<file path="src/rtl/aes_pipe_pkg.sv">
// rtl/aes_pipe_pkg.sv - shared types and constants for the AES pipeline drain controller
package aes_pipe_pkg;

    localparam int AES_PIPE_DEPTH    = 40;
    localparam int AES_PIPE_CNT_BITS = 6;

    typedef enum logic [1:0] {
        IDLE   = 2'd0,
        FILL   = 2'd1,
        STREAM = 2'd2,
        DRAIN  = 2'd3
    } drain_state_t;

endpackage

</file>
<file path="src/rtl/pipe_valid_shift.sv">
// rtl/pipe_valid_shift.sv - PIPE_DEPTH x 2-bit shift register with synchronous clear
//
// Ports:
//   clk    - system clock, rising edge
//   n_rst  - asynchronous active-low reset
//   clr    - synchronous clear of every stage (takes priority over shifting)
//   d      - value entering stage 0
//   q      - value held in the last stage
module pipe_valid_shift
    import aes_pipe_pkg::*;
#(
    parameter int PIPE_DEPTH = AES_PIPE_DEPTH
) (
    input  logic       clk,
    input  logic       n_rst,
    input  logic       clr,
    input  logic [1:0] d,
    output logic [1:0] q
);

    logic [PIPE_DEPTH-1:0][1:0] sr_q;
    logic [PIPE_DEPTH-1:0][1:0] sr_d;

    always_comb begin
        sr_d = '0;
        if (!clr) begin
            sr_d = {sr_q[PIPE_DEPTH-2:0], d};
        end
    end

    always_ff @(posedge clk or negedge n_rst) begin
        if (!n_rst) begin
            sr_q <= '0;
        end else begin
            sr_q <= sr_d;
        end
    end

    assign q = sr_q[PIPE_DEPTH-1];

endmodule

</file>
<file path="src/rtl/aes_pipe_drain_ctrl.sv">
// rtl/aes_pipe_drain_ctrl.sv - fill/stream/drain flow controller for the AES pipeline output
//
// Optional feature macro: PIPE_DRAIN_STATS_EN (adds blocks_in / blocks_out counters)
//
// Ports:
//   clk, n_rst          - clock, asynchronous active-low reset
//   in_valid, in_last   - block (and last-of-message marker) entering stage 0
//   flush               - synchronous abort, clears all tracking
//   out_valid, out_last - block at pipeline output is valid / is last of message
//   inflight            - number of valid blocks in the pipeline
//   pipe_empty          - inflight == 0
//   pipe_full           - inflight == PIPE_DEPTH
//   busy                - state is not IDLE
//   drain_done          - one-cycle pulse on the first IDLE cycle after a drain
//   blocks_in/out       - (PIPE_DRAIN_STATS_EN) accepted / emitted block counts, mod 2^16
//   proto_err           - sticky: in_valid seen while draining
module aes_pipe_drain_ctrl
    import aes_pipe_pkg::*;
#(
    parameter int PIPE_DEPTH = AES_PIPE_DEPTH,
    parameter int CNT_BITS   = AES_PIPE_CNT_BITS
) (
    input  logic                clk,
    input  logic                n_rst,
    input  logic                in_valid,
    input  logic                in_last,
    input  logic                flush,
    output logic                out_valid,
    output logic                out_last,
    output logic [CNT_BITS-1:0] inflight,
    output logic                pipe_empty,
    output logic                pipe_full,
    output logic                busy,
    output logic                drain_done,
`ifdef PIPE_DRAIN_STATS_EN
    output logic [15:0]         blocks_in,
    output logic [15:0]         blocks_out,
`endif
    output logic                proto_err
);

    drain_state_t        state_q, state_d;
    logic [CNT_BITS-1:0] inflight_q, inflight_d, inflight_next;
    logic                drain_done_q, drain_done_d;
    logic                proto_err_q, proto_err_d;
    logic [1:0]          shift_q;

    // bit 0 tracks validity, bit 1 tracks the last marker of a valid block
    pipe_valid_shift #(
        .PIPE_DEPTH(PIPE_DEPTH)
    ) u_shift (
        .clk  (clk),
        .n_rst(n_rst),
        .clr  (flush),
        .d    ({in_valid & in_last, in_valid}),
        .q    (shift_q)
    );

    assign out_valid = shift_q[0];
    assign out_last  = shift_q[1];

    // At most one block in and one out per cycle, so this never wraps.
    assign inflight_next = inflight_q + CNT_BITS'(in_valid) - CNT_BITS'(out_valid);

    always_comb begin
        state_d      = state_q;
        inflight_d   = inflight_next;
        drain_done_d = 1'b0;
        proto_err_d  = proto_err_q;
        if (flush) begin
            state_d    = IDLE;
            inflight_d = '0;
        end else begin
            unique case (state_q)
                IDLE: begin
                    if (in_valid && in_last) state_d = DRAIN;
                    else if (in_valid)       state_d = FILL;
                end
                FILL: begin
                    if (in_valid && in_last) state_d = DRAIN;
                    else if (out_valid)      state_d = STREAM;
                end
                STREAM: begin
                    if (in_valid && in_last) state_d = DRAIN;
                end
                DRAIN: begin
                    // Blocks arriving here are still tracked but flag a protocol error.
                    if (in_valid) proto_err_d = 1'b1;
                    if (inflight_next == '0) begin
                        state_d      = IDLE;
                        drain_done_d = 1'b1;
                    end
                end
                default: state_d = IDLE;
            endcase
        end
    end

    always_ff @(posedge clk or negedge n_rst) begin
        if (!n_rst) begin
            state_q      <= IDLE;
            inflight_q   <= '0;
            drain_done_q <= 1'b0;
            proto_err_q  <= 1'b0;
        end else begin
            state_q      <= state_d;
            inflight_q   <= inflight_d;
            drain_done_q <= drain_done_d;
            proto_err_q  <= proto_err_d;
        end
    end

    assign inflight   = inflight_q;
    assign pipe_empty = (inflight_q == '0);
    assign pipe_full  = (inflight_q == CNT_BITS'(PIPE_DEPTH));
    assign busy       = (state_q != IDLE);
    assign drain_done = drain_done_q;
    assign proto_err  = proto_err_q;

`ifdef PIPE_DRAIN_STATS_EN
    logic [15:0] blocks_in_q, blocks_out_q;

    always_ff @(posedge clk or negedge n_rst) begin
        if (!n_rst) begin
            blocks_in_q  <= '0;
            blocks_out_q <= '0;
        end else if (flush) begin
            blocks_in_q  <= '0;
            blocks_out_q <= '0;
        end else begin
            blocks_in_q  <= blocks_in_q + 16'(in_valid);
            blocks_out_q <= blocks_out_q + 16'(out_valid);
        end
    end

    assign blocks_in  = blocks_in_q;
    assign blocks_out = blocks_out_q;
`endif

endmodule
</file>
<file path="config.mk">
export PLATFORM = sky130hd
export DESIGN_NAME = aes_pipe_drain_ctrl
export DESIGN_NICKNAME = d
export VERILOG_FILES = /design/src/rtl/aes_pipe_pkg.sv /design/src/rtl/pipe_valid_shift.sv /design/src/rtl/aes_pipe_drain_ctrl.sv
export SDC_FILE = /design/constraint.sdc
export NUM_CORES = 1
export LEC_CHECK = 0
export CORE_AREA = 8 8 88 90
export CTS_BUF_LIST = sky130_fd_sc_hd__clkbuf_4 sky130_fd_sc_hd__clkbuf_8 sky130_fd_sc_hd__clkbuf_16
export CTS_CLUSTER_SIZE = 16
export DETAILED_ROUTE_END_ITERATION = 8
export DIE_AREA = 0 0 96 98
export PLACE_DENSITY = 0.72
export SYNTH_ARGS = -nofsm -noshare
export SYNTH_HDL_FRONTEND = slang
export SYNTH_HIERARCHICAL = 1
export SYNTH_SLANG_ARGS = --single-unit
</file>
<file path="constraint.sdc">
create_clock -name clk -period 3.83 [get_ports clk]
set_clock_uncertainty 0.2 [all_clocks]
set_input_delay 1.149 -clock clk [delete_from_list [all_inputs] [get_ports clk]]
set_output_delay 1.149 -clock clk [all_outputs]
set_load 0.03 [all_outputs]
</file>
# Word level (Yosys, flattened, before mapping)
# Index checks and enable logic that the tools add are counted.
# totals
ff_bits,90
in_bits,5
output_inout_bits,13
wordCells,76
# classes
addsub,2
n_eq_ne,8
n_mux,13
n_bitwise,2
n_reduce_logical,7
# ops
op,n
$mux 80,1
$mux 2,7
$logic_not 6->1,2
$pmux 2 s4,1
$add 6x1->6,1
$eq 6x6->1 const B,1
$mux 6,1
$ne 3x3->1 const B,2
$sub 6x1->6,1
$eq 2x2->1 const B,2
$ne 4x3->1 const B,1
$ne 4x4->1 const B,1
$reduce_and 4->1,1
$mux 1,3
$reduce_and 3->1,1
$eq 2x1->1 const B,1
$logic_not 2->1,1
$reduce_bool 2->1,1
$and 1x1->1,1
$logic_and 1x1->1,1
$not 1->1,1

# Logic depth before layout (Yosys ltp)
# depth
word_depth,6
ltp_mapped,11
mapped_depth_nobuf,11

# Cells and area by module
# The synthesis kept the hierarchy.
# modules_own_cells
module,n_inst,cells_each,area_each_um2,seq_area_each_um2
pipe_valid_shift,1,170,2557.5,2001.9
aes_pipe_drain_ctrl,1,84,807.0,250.2

# Worst setup path before layout
# Ideal clock, no wire load.
# synth_timing
path_type,in2reg
start,input in_valid
end,register state_q[1]
setup_ns,0.069
arrival_time_ns,2.814
required_time_ns,3.561
path_slack_ns,0.747
stages,7
path_buffers,0
cell_sequence,ha_1 fa_1 xnor2_1 nor3b_1 nand4_2 a2111o_1 nand3_1
# synth_via
elab_chain_cells,5
word_cells_on_any_way,13
cone_classes,2 x add/sub; 4 x eq/ne; 4 x mux; 3 x reduce/logical
# synth_lines
element,line_no,source
from (decl),aes_pipe_drain_ctrl.sv:25,"input logic in_valid,"
$add 6x1->6,aes_pipe_drain_ctrl.sv:63,assign inflight_next = inflight_q + CNT_BITS'(in_valid) - CNT_BITS'(out_valid);
$sub 6x1->6,aes_pipe_drain_ctrl.sv:63,
$logic_not 6->1,aes_pipe_drain_ctrl.sv:89,if (inflight_next == '0) begin
$ne 3x3->1 (no source line),n/a,
$reduce_and 4->1 (no source line),n/a,
to (signal assigned),aes_pipe_drain_ctrl.sv:106,state_q <= state_d;
to (decl),aes_pipe_drain_ctrl.sv:42,"drain_state_t state_q, state_d;"
# Parallel ways exist; a longest one is shown, timed or not.
# A chain may end at the register's enable or synchronous reset.

# Worst setup path in the final report
# layout_timing
start,input in_valid
end,register state_q[0]
# The elaborated chain is that of the path after synthesis.

==> out/metrics.cfg <==
[cells_and_area]
antenna_cells = 0
drive_gt1_share_pct = 7.91
fin_cells = 358
utilization_pct = 58.1
syn_to_final_growth_pct = 12.0
nNetsFinal = 294
mostFrequentLayoutCells = dfrtp_1 (90), nor2b_1 (83), ha_1 (15), clkdlybuf4s50_1 (15), inv_1 (12)
final_common_cell = dfrtp_1

[logic_synthesis]
ys_types = 29
yosysWarningCount = 6
yosysTopAreaCellShare_pct = 66.9
synth_nets = 275
synth_edf_count = 0
ys_top_cells_by_area = dfrtp_1 (67%), nor2b_1 (15%), ha_1 (5.6%)
yosysSeqAreaShare_pct = 66.9
synth_top_area_cell = dfrtp_1
synth_seq_cells = 90
synthFlopType = dfrtp_1
synth-async-reset-ratio_pct = 100
syn_area_mm2 = 0.00336
avgSynthCellArea_um2 = 13.2
synthesis.instances = 254

[timing]
max_freq_ghz = 0.293
rsz0062_at_grt = false
post-route-period-util_pct = 89.0
layout_min_cycle_time_ns = 3.41
relSlewSlack_pct = 28.7
drv_slew = 0
setup_viol = 0
worst_pin_slew_ns = 1.07
hold_viol = 0
fin_tns_setup_ns = 0

[detailed_routing]
vias = 1685
wire_per_inst_um = 13.6
routed_via_density = 4.71
firstDrtPassIters = 4
dr.first_iter.drc_count = 56
antenna_left = 0
drc = 0
wirelength_mm = 4.88

[floorplan]
dieArea_mm2 = 0.00941
die_x_um = 96
die_height_um = 98
initial_core_util_pct = 51.8
ioPinCount = 18
num_rows = 30
coreArea_mm2 = 0.00649

[clock_tree]
clock_sinks = 90
cts_resized = 0
cts_buffers = 9
clk_path_buf_depth = 2
clockRootBuffer = clkbuf_8
insertion_delay_ns = 0.35
path_clk_slew_ns = 0.09
ctsHtreeMaxLevel = 3
cts_tree = yes
postCtsSetupBuffers = 0
cts_hold_buf = 0

[outcome]
status = finished, final reports clean

[pwr]
p_per_area_mw_per_mm2 = 555
leakage_uw = 0.00187
ir_drop_mv = 0.371
finalPower_uw = 2090

[setup_path]
critPathLaunchType = primary input
cp_max_fo = 5
critPathKind = primary input to register
startpoint = in_valid
crit_required_ns = 3.92
endpoint_kind = register
worstPathArrival_ns = 3.50
r2r_start = inflight[0]$_DFF_PN0_

[placement]
hpwl_mm = 2.82
numPortBuffers = 17
place_congestion = 0.751
placed_cells = 342

[global_routing]
grt_pass1_wl_mm = 8.45
grt_pass1_vias = 1768
grt_use_total_pct = 11.7
grt_max_degree = 91
antenna_found_initial = 0
grt-ovfl-total = 0

[run]
drv_cap = 0

[min_path]
min_from = u_shift/sr_q[11]$_DFF_PN0_
hold_path.class = register to register

flip-flops by register name, summed over array words and instances, names as in the netlist:
register	flops
u_shift/q	2
inflight	6
state_q	2
drain_done	1
proto_err	1
u_shift/sr_q	78
area by class of cell:
class,instances,area [um^2]
Fill cell,543,2720
Sequential cell,90,2250
Multi-Input combinational cell,141,1000
Timing Repair Buffer,19,190
Clock buffer,9,124
Tap cell,80,100
Clock inverter,7,53.8
Inverter,12,45.0
cell families after synthesis:
family | after synthesis | share of synthesized area (%)
compound gates | 12 | 2.64
xor+xnor | 3 | 0.781
fa+ha+maj | 16 | 6.17
buf+inv | 23 | 3.20
flops | 90 | 66.9
mux | 1 | 0.298
simple gates | 109 | 20.0
report_power, final:
| group | internal (uW) | total, uW | leakage, uW | switching [uW] |
|---|---|---|---|---|
| Combinational | 201 | 499 | 0.000531 | 298 |
| Sequential | 983 | 1010 | 0.00125 | 30.4 |
| Clock | 241 | 579 | 0.0000875 | 338 |
| Total | 1420 | 2090 | 0.00187 | 666 |
synthesized netlist by cell type (2+ instances only):
master / count
buf_4: 3
ha_1: 15
buf_2: 8
inv_1: 12
nand3_1: 4
xnor2_1: 2
dfrtp_1: 90
a2111o_1: 2
and3_1: 2
nor2_1: 9
a21oi_1: 4
nor2b_1: 83
a211oi_1: 2
nand3b_1: 2
nor3b_1: 2
path summary, 6_finish.rpt:
check / end / slack [ns] / cells past startpoint
max in group asynchronous: u_shift/sr_q[30]$_DFF_PN0_ / 1.96 / 1
setup / recovery: state_q[0]$_DFFE_PN0P_ / 0.42 / 8
setup reg to reg: state_q[0]$_DFFE_PN0P_ / 0.92 / 10
hold reg to reg: u_shift/sr_q[13]$_DFF_PN0_ / 0.26 / 1
hold / removal: u_shift/sr_q[13]$_DFF_PN0_ / 0.26 / 1
min in group asynchronous: u_shift/sr_q[56]$_DFF_PN0_ / 0.80 / 1
critical path: stages:
cell and delay, ns:
clkdlybuf4s50_1 0.43, ha_1 0.24, fa_1 0.41, xnor2_1 0.21, nor3b_1 0.31, nand4_2 0.21, a2111o_1 0.45, nand3_1 0.08
metrics by stage:
step / instance area [um^2] / setup WS (ns) / hold slack (ns)
after CTS: 3770 / 0.448 / 0.269
final: 3770 / 0.420 / 0.262
after floorplan: 3360 / 0.747 / 0.239
after global routing: 3770 / 0.312 / 0.283
after detailed placement: 3590 / 0.0681 / 0.248
after global placement: 3590 / 0.183 / 0.242
routing by layer:
layer	vias up	wire length [um]	GRT usage [%]
met5	-	0	0
met4	0	130	8.17
met3	13	141	3.07
met2	22	2120	15.2
met1	820	2480	16.3
li1	830	-	-
No activity file was read; power rests on OpenSTA's default activity.
